==> config.mk <==
export PLATFORM = sky130hd
export DESIGN_NAME = mem_port_arbiter_flat
export DESIGN_NICKNAME = d
export VERILOG_FILES = /design/src/rtl/mem_port_if.sv /design/src/rtl/mem_port_arbiter.sv /design/src/flat_wrapper.sv
export SDC_FILE = /design/constraint.sdc
export NUM_CORES = 1
export LEC_CHECK = 0
export ABC_AREA = 1
export CAP_MARGIN = 0
export CORE_AREA = 2 2 108 110
export CTS_BUF_LIST = sky130_fd_sc_hd__clkbuf_16
export DETAILED_ROUTE_END_ITERATION = 8
export DIE_AREA = 0 0 110 112
export RECOVER_POWER = 100
export SLEW_MARGIN = 40
export SYNTH_ARGS = -nofsm -noshare
export SYNTH_HDL_FRONTEND = slang
export SYNTH_SLANG_ARGS = --single-unit
==> constraint.sdc <==
create_clock -name clk -period 2.65 [get_ports clk]
set_input_delay 0.795 -clock clk [delete_from_list [all_inputs] [get_ports clk]]
set_output_delay 0.795 -clock clk [all_outputs]
set_load 0.02 [all_outputs]
==> src/rtl/mem_port_if.sv <==
// mem_port_if: bundle of the three requester ports (data, fetch, loader)
// and the single-port memory drive around mem_port_arbiter.
//   d_*   : data port (MEM stage), read/write
//   i_*   : instruction fetch port, read-only
//   l_*   : program loader port, read/write
//   mem_* : single-port memory; mem_rdata is valid one cycle after a read
// Modports: slave = arbiter side, master = requesters + memory side.
interface mem_port_if #(
  parameter int AW = 10,
  parameter int DW = 32
);
  logic          d_req, d_we, d_gnt, d_rvalid;
  logic [AW-1:0] d_addr;
  logic [DW-1:0] d_wdata, d_rdata;

  logic          i_req, i_gnt, i_rvalid;
  logic [AW-1:0] i_addr;
  logic [DW-1:0] i_rdata;

  logic          l_req, l_we, l_gnt, l_rvalid;
  logic [AW-1:0] l_addr;
  logic [DW-1:0] l_wdata, l_rdata;

  logic          mem_en, mem_we;
  logic [AW-1:0] mem_addr;
  logic [DW-1:0] mem_wdata, mem_rdata;

  modport slave (
    input  d_req, d_we, d_addr, d_wdata,
    output d_gnt, d_rvalid, d_rdata,
    input  i_req, i_addr,
    output i_gnt, i_rvalid, i_rdata,
    input  l_req, l_we, l_addr, l_wdata,
    output l_gnt, l_rvalid, l_rdata,
    output mem_en, mem_we, mem_addr, mem_wdata,
    input  mem_rdata
  );

  modport master (
    output d_req, d_we, d_addr, d_wdata,
    input  d_gnt, d_rvalid, d_rdata,
    output i_req, i_addr,
    input  i_gnt, i_rvalid, i_rdata,
    output l_req, l_we, l_addr, l_wdata,
    input  l_gnt, l_rvalid, l_rdata,
    input  mem_en, mem_we, mem_addr, mem_wdata,
    output mem_rdata
  );
endinterface

==> src/rtl/mem_port_arbiter.sv <==
// mem_port_arbiter: shares one single-port memory between the data port,
// the instruction fetch port and the program loader.
// Ports:
//   clk, rst_n      : clock, async active-low reset
//   halt            : pipeline halted (no data/fetch grants once HALTED)
//   load_mode       : loader owns the memory exclusively (LOAD state)
//   bus (slave)     : requester ports and memory drive, see mem_port_if
// Grants are combinational from the current requests and the registered
// state; reads return exactly one cycle later to the registered owner.
module mem_port_arbiter #(
  parameter int AW         = 10,
  parameter int DW         = 32,
  parameter int STARVE_LIM = 4
) (
  input  logic        clk,
  input  logic        rst_n,
  input  logic        halt,
  input  logic        load_mode,
  mem_port_if.slave   bus
);

  typedef enum logic [1:0] {RUN = 2'd0, LOAD = 2'd1, HALTED = 2'd2} state_t;
  typedef enum logic [1:0] {OWN_NONE, OWN_D, OWN_I, OWN_L} own_t;

  localparam logic [3:0] LIM = 4'(STARVE_LIM);

  state_t     state, state_nxt;
  own_t       owner, owner_nxt;
  logic [3:0] starve_cnt, starve_nxt;
  logic       d_gnt, i_gnt, l_gnt;

  always_ff @(posedge clk or negedge rst_n) begin
    if (!rst_n) begin
      state      <= RUN;
      owner      <= OWN_NONE;
      starve_cnt <= 4'd0;
    end else begin
      state      <= state_nxt;
      owner      <= owner_nxt;
      starve_cnt <= starve_nxt;
    end
  end

  // Mode changes land one cycle after the inputs move; load_mode wins.
  always_comb begin
    state_nxt = RUN;
    if (load_mode) state_nxt = LOAD;
    else begin
      case (state)
        RUN:     state_nxt = halt ? HALTED : RUN;
        LOAD:    state_nxt = RUN;
        HALTED:  state_nxt = halt ? HALTED : RUN;
        default: state_nxt = RUN;
      endcase
    end
  end

  // Grants follow the registered state only, so in the cycle halt or
  // load_mode changes the old state's arbitration still applies.
  // Gated by rst_n so every output is quiet while reset is held.
  always_comb begin
    d_gnt = 1'b0;
    i_gnt = 1'b0;
    l_gnt = 1'b0;
    if (rst_n) begin
      case (state)
        RUN: begin
          if (bus.i_req && (starve_cnt == LIM || !bus.d_req)) i_gnt = 1'b1;
          else if (bus.d_req)                                d_gnt = 1'b1;
        end
        LOAD:    l_gnt = bus.l_req;
        default: ;
      endcase
    end
  end

  // Counts consecutive fetch denials; saturates so fetch keeps priority
  // until it is actually served.
  always_comb begin
    starve_nxt = 4'd0;
    if (state != LOAD && bus.i_req && !i_gnt)
      starve_nxt = (starve_cnt >= LIM) ? LIM : starve_cnt + 4'd1;
  end

  // Only reads claim the return slot; writes complete silently.
  always_comb begin
    owner_nxt = OWN_NONE;
    if (d_gnt && !bus.d_we)      owner_nxt = OWN_D;
    else if (i_gnt)              owner_nxt = OWN_I;
    else if (l_gnt && !bus.l_we) owner_nxt = OWN_L;
  end

  always_comb begin
    bus.mem_we    = 1'b0;
    bus.mem_addr  = '0;
    bus.mem_wdata = '0;
    if (d_gnt) begin
      bus.mem_we    = bus.d_we;
      bus.mem_addr  = bus.d_addr;
      bus.mem_wdata = bus.d_wdata;
    end else if (i_gnt) begin
      bus.mem_addr  = bus.i_addr;
    end else if (l_gnt) begin
      bus.mem_we    = bus.l_we;
      bus.mem_addr  = bus.l_addr;
      bus.mem_wdata = bus.l_wdata;
    end
  end

  assign bus.mem_en   = d_gnt | i_gnt | l_gnt;
  assign bus.d_gnt    = d_gnt;
  assign bus.i_gnt    = i_gnt;
  assign bus.l_gnt    = l_gnt;

  assign bus.d_rvalid = (owner == OWN_D);
  assign bus.i_rvalid = (owner == OWN_I);
  assign bus.l_rvalid = (owner == OWN_L);
  assign bus.d_rdata  = (owner == OWN_D) ? bus.mem_rdata : '0;
  assign bus.i_rdata  = (owner == OWN_I) ? bus.mem_rdata : '0;
  assign bus.l_rdata  = (owner == OWN_L) ? bus.mem_rdata : '0;

endmodule

==> src/flat_wrapper.sv <==
// flat-port wrapper written by rule: the top's interface ports become plain ports
module mem_port_arbiter_flat 
#(
  parameter int AW         = 10,
  parameter int DW         = 32,
  parameter int STARVE_LIM = 4
)
  (clk, rst_n, halt, load_mode, bus_d_req, bus_d_we, bus_d_addr, bus_d_wdata, bus_d_gnt, bus_d_rvalid, bus_d_rdata, bus_i_req, bus_i_addr, bus_i_gnt, bus_i_rvalid, bus_i_rdata, bus_l_req, bus_l_we, bus_l_addr, bus_l_wdata, bus_l_gnt, bus_l_rvalid, bus_l_rdata, bus_mem_en, bus_mem_we, bus_mem_addr, bus_mem_wdata, bus_mem_rdata);
  mem_port_if #(.AW(AW), .DW(DW)) bus_i ();
  input  logic clk;
  input  logic rst_n;
  input  logic halt;
  input  logic load_mode;
  input wire logic [$bits(bus_i.d_req)-1:0] bus_d_req;
  input wire logic [$bits(bus_i.d_we)-1:0] bus_d_we;
  input wire logic [$bits(bus_i.d_addr)-1:0] bus_d_addr;
  input wire logic [$bits(bus_i.d_wdata)-1:0] bus_d_wdata;
  output wire logic [$bits(bus_i.d_gnt)-1:0] bus_d_gnt;
  output wire logic [$bits(bus_i.d_rvalid)-1:0] bus_d_rvalid;
  output wire logic [$bits(bus_i.d_rdata)-1:0] bus_d_rdata;
  input wire logic [$bits(bus_i.i_req)-1:0] bus_i_req;
  input wire logic [$bits(bus_i.i_addr)-1:0] bus_i_addr;
  output wire logic [$bits(bus_i.i_gnt)-1:0] bus_i_gnt;
  output wire logic [$bits(bus_i.i_rvalid)-1:0] bus_i_rvalid;
  output wire logic [$bits(bus_i.i_rdata)-1:0] bus_i_rdata;
  input wire logic [$bits(bus_i.l_req)-1:0] bus_l_req;
  input wire logic [$bits(bus_i.l_we)-1:0] bus_l_we;
  input wire logic [$bits(bus_i.l_addr)-1:0] bus_l_addr;
  input wire logic [$bits(bus_i.l_wdata)-1:0] bus_l_wdata;
  output wire logic [$bits(bus_i.l_gnt)-1:0] bus_l_gnt;
  output wire logic [$bits(bus_i.l_rvalid)-1:0] bus_l_rvalid;
  output wire logic [$bits(bus_i.l_rdata)-1:0] bus_l_rdata;
  output wire logic [$bits(bus_i.mem_en)-1:0] bus_mem_en;
  output wire logic [$bits(bus_i.mem_we)-1:0] bus_mem_we;
  output wire logic [$bits(bus_i.mem_addr)-1:0] bus_mem_addr;
  output wire logic [$bits(bus_i.mem_wdata)-1:0] bus_mem_wdata;
  input wire logic [$bits(bus_i.mem_rdata)-1:0] bus_mem_rdata;
  assign bus_i.d_req = bus_d_req;
  assign bus_i.d_we = bus_d_we;
  assign bus_i.d_addr = bus_d_addr;
  assign bus_i.d_wdata = bus_d_wdata;
  assign bus_d_gnt = bus_i.d_gnt;
  assign bus_d_rvalid = bus_i.d_rvalid;
  assign bus_d_rdata = bus_i.d_rdata;
  assign bus_i.i_req = bus_i_req;
  assign bus_i.i_addr = bus_i_addr;
  assign bus_i_gnt = bus_i.i_gnt;
  assign bus_i_rvalid = bus_i.i_rvalid;
  assign bus_i_rdata = bus_i.i_rdata;
  assign bus_i.l_req = bus_l_req;
  assign bus_i.l_we = bus_l_we;
  assign bus_i.l_addr = bus_l_addr;
  assign bus_i.l_wdata = bus_l_wdata;
  assign bus_l_gnt = bus_i.l_gnt;
  assign bus_l_rvalid = bus_i.l_rvalid;
  assign bus_l_rdata = bus_i.l_rdata;
  assign bus_mem_en = bus_i.mem_en;
  assign bus_mem_we = bus_i.mem_we;
  assign bus_mem_addr = bus_i.mem_addr;
  assign bus_mem_wdata = bus_i.mem_wdata;
  assign bus_i.mem_rdata = bus_mem_rdata;
  mem_port_arbiter #(.AW(AW), .DW(DW), .STARVE_LIM(STARVE_LIM)) u_core (.clk(clk), .rst_n(rst_n), .halt(halt), .load_mode(load_mode), .bus(bus_i));
endmodule
==> qor.yml <==
power.density_nw_per_um2: 194
hpwl_um: 9020
core-area_um2: 11200
worstPathRequired_ns: 1.86
grt_overflow: 0
async_reset_ff_share_pct: 100
skew_ns: 0.00283
rows: 39
max_freq_ghz: 0.381
synthTopCellsByCount: "nor2_1 (103), inv_1 (76), nand2_1 (51)"
layout_min_cycle_time_ns: 2.63
cts.clk_slew.worst_paths_ns: 0.03
p_total_uw: 1050
cp_max_fo: 8
syn_nets: 475
path_class: "in -> out"
cp-end-kind: "output pin"
synth.largest_area_cell: "nor2_1"
synth_top_area_share_pct: 22.5
cts_sinks: 8
synth.most_common_cell: "nor2_1"
first_pass_iters: 4
antenna_found_initial: 1
drive_gt1_share_pct: 27.8
synth_edf_count: 0
nets: 784
synth_area_um2: 1720
synth-warning-count: 0
htree_levels: 1
synth_flop_cell: "dfrtp_1"
portBuffers: 280
die_height_um: 112
synth_area_leaders: "nor2_1 (22%), inv_1 (17%), o21ai_2 (14%)"
grt_pass1_wl_um: 16000
gp_congestion: 0.808
peakVddDrop_mv: 0.169
antenna_left: 0
grt_usage_pct: 16.4
grt_max_degree: 32
rsz0062_at_grt: "yes"
post_synth_num_cell_types: 22
max_stage_delay_ns: 0.19
vias: 3251
cts_root_buf: "clkbuf_16"
avgRoutedWirePerCell_um: 14.2
cpMostUsedCell: "buf_6"
slowest_stage: "clkbuf_16"
drc: 0
cts_tree: "built"
crit_buf_inv: 4
ys_ff_latch: 8
syn-mean-instance-area_um2: 5.09
hold_viol: 0
totalWireLength_um: 11200
drv_slew: 0
critPathLaunchType: "input port"
cts_made_buffers: 3
fin_crit_sh_pct: 99.1
start_util_pct: 15.4
crit_family: "buffers and inverters"
outcome: "complete, no violations"
hp-class: "in -> async"
cts_hold_buf: 0
cp.arrival_ns: 1.83
synth-seq-area-share_pct: 11.6
area_delta_synth_final_pct: 214
finalSetupTns_ns: 0
grt_pass1_vias: 3263
initialDrtViolationCount: 140
cts.path.max_buffers: 2
drv_cap: 0
vias_per_cell: 4.12
clock_latency_ns: 0.23
p_leak_uw: 0.00315
die_area_um2: 12300
netlist_instances: 338
dieWidth_um: 110
ios: 281
path_cells: "buf_8, buf_6, nand3b_1, nor2_4, nand2_8, clkbuf_16, o21ai_4, buf_6"
setup_viol: 0
[metal layers]
metal  up-vias  wire [um]  track usage [%]
met4         0         36             1.60
met3         4       1230             5.27
met5         -          0                0
met2       172       6150             33.8
li1       1620          -                -
met1      1455       3750             15.6
[repair_timing]
action | in CTS | in global routing
resized for setup | 411 | 61
setup buffers | 15 | 2
gates cloned | 6 | 2
endpoints found under the hold margin | 0 | 0
endpoints found under the setup margin | 143 | 45
pin swaps | 9 | 9
[cells in the final DEF (no fill, tap or decap)]
cell type / instances
clkdlybuf4s50_1: 125
nor2_1: 103
dlygate4sd2_1: 97
inv_1: 76
buf_6: 41
o21ai_2: 28
buf_4: 27
nand2_2: 22
nand2_1: 16
nand3_2: 14
nand2_4: 13
nand4_1: 11
nand3_1: 9
dlygate4sd3_1: 8
dfrtp_1: 8
buf_16: 6
clkbuf_16: 5
buf_2: 5
buf_12: 5
o21ai_4: 3
clkbuf_1: 3
o21ai_0: 2
ha_1: 2
buf_8: 2
clkdlybuf4s15_2: 2
diode_2: 1
nand3b_1: 1
nor2_4: 1
nand2_8: 1
inv_2: 1
o21bai_2: 1
nor3_1: 1
a21boi_0: 1
o21ai_1: 1
nor3b_1: 1
clkbuf_2: 1
clkbuf_4: 1
conb_1: 1
[area by class of cell]
cell class,count,area (um2)
Antenna cell,1,2.50
Clock buffer,3,75.1
Fill cell,1115,5770
Inverter,77,289
Multi-Input combinational cell,232,1390
Sequential cell,8,200
Tap cell,143,179
Timing Repair Buffer,325,3260
[metrics by stage]
step           hold WS, ns  cell area (um2)  utilization (%)  setup WS, ns  cells
3_5_place_dp         0.547             4850             43.4        -0.845    767
3_3_place_gp         0.519             4850             43.4        -0.833    767
4_1_cts              0.532             5190             46.5       -0.0614    788
2_1_floorplan        0.456             1720                -         0.261    338
5_1_grt              0.565             5400             48.3       -0.0185    788
6_report             0.536             5400             48.3        0.0233    789
[path summary, 6_finish.rpt]
path / startpoint / to / slack (ns) / cells past startpoint
max: rst_n / bus_mem_wdata[13] / 0.02 / 8
min: rst_n / u_core.owner[1] / 0.54 / 3
max reg2reg: u_core.starve_cnt[0] / u_core.starve_cnt[1] / 1.03 / 9
min reg2reg: u_core.starve_cnt[2] / u_core.starve_cnt[2] / 0.55 / 2
max in group asynchronous: rst_n / u_core.starve_cnt[1] / 1.93 / 3
min in group clk: u_core.starve_cnt[2] / u_core.starve_cnt[2] / 0.55 / 2
[worst min-delay path, stage by stage]
cell and delay (ns):
buf_8 0.08, buf_4 0.10, clkbuf_1 0.13
[flip-flops by register name (all words and copies together), names as in the netlist]
| name | count |
|---|---|
| u_core.starve_cnt | 4 |
| u_core.state | 2 |
| u_core.owner | 2 |
[cells by family after synthesis]
family	Yosys count	share of synthesized area, %
fa+ha+maj	2	1.45
simple gates	193	46.2
compound gates	36	16.9
other cells	1	0.218
flops	8	11.6
buf+inv	98	23.6
[where the power goes]
| part | total, uW | internal, uW | switching, uW |
|---|---|---|---|
| Sequential | 132 | 128 | 3.69 |
| Clock | 251 | 194 | 57.2 |
| Combinational | 665 | 363 | 303 |
No activity file was read; power rests on OpenSTA's default activity.
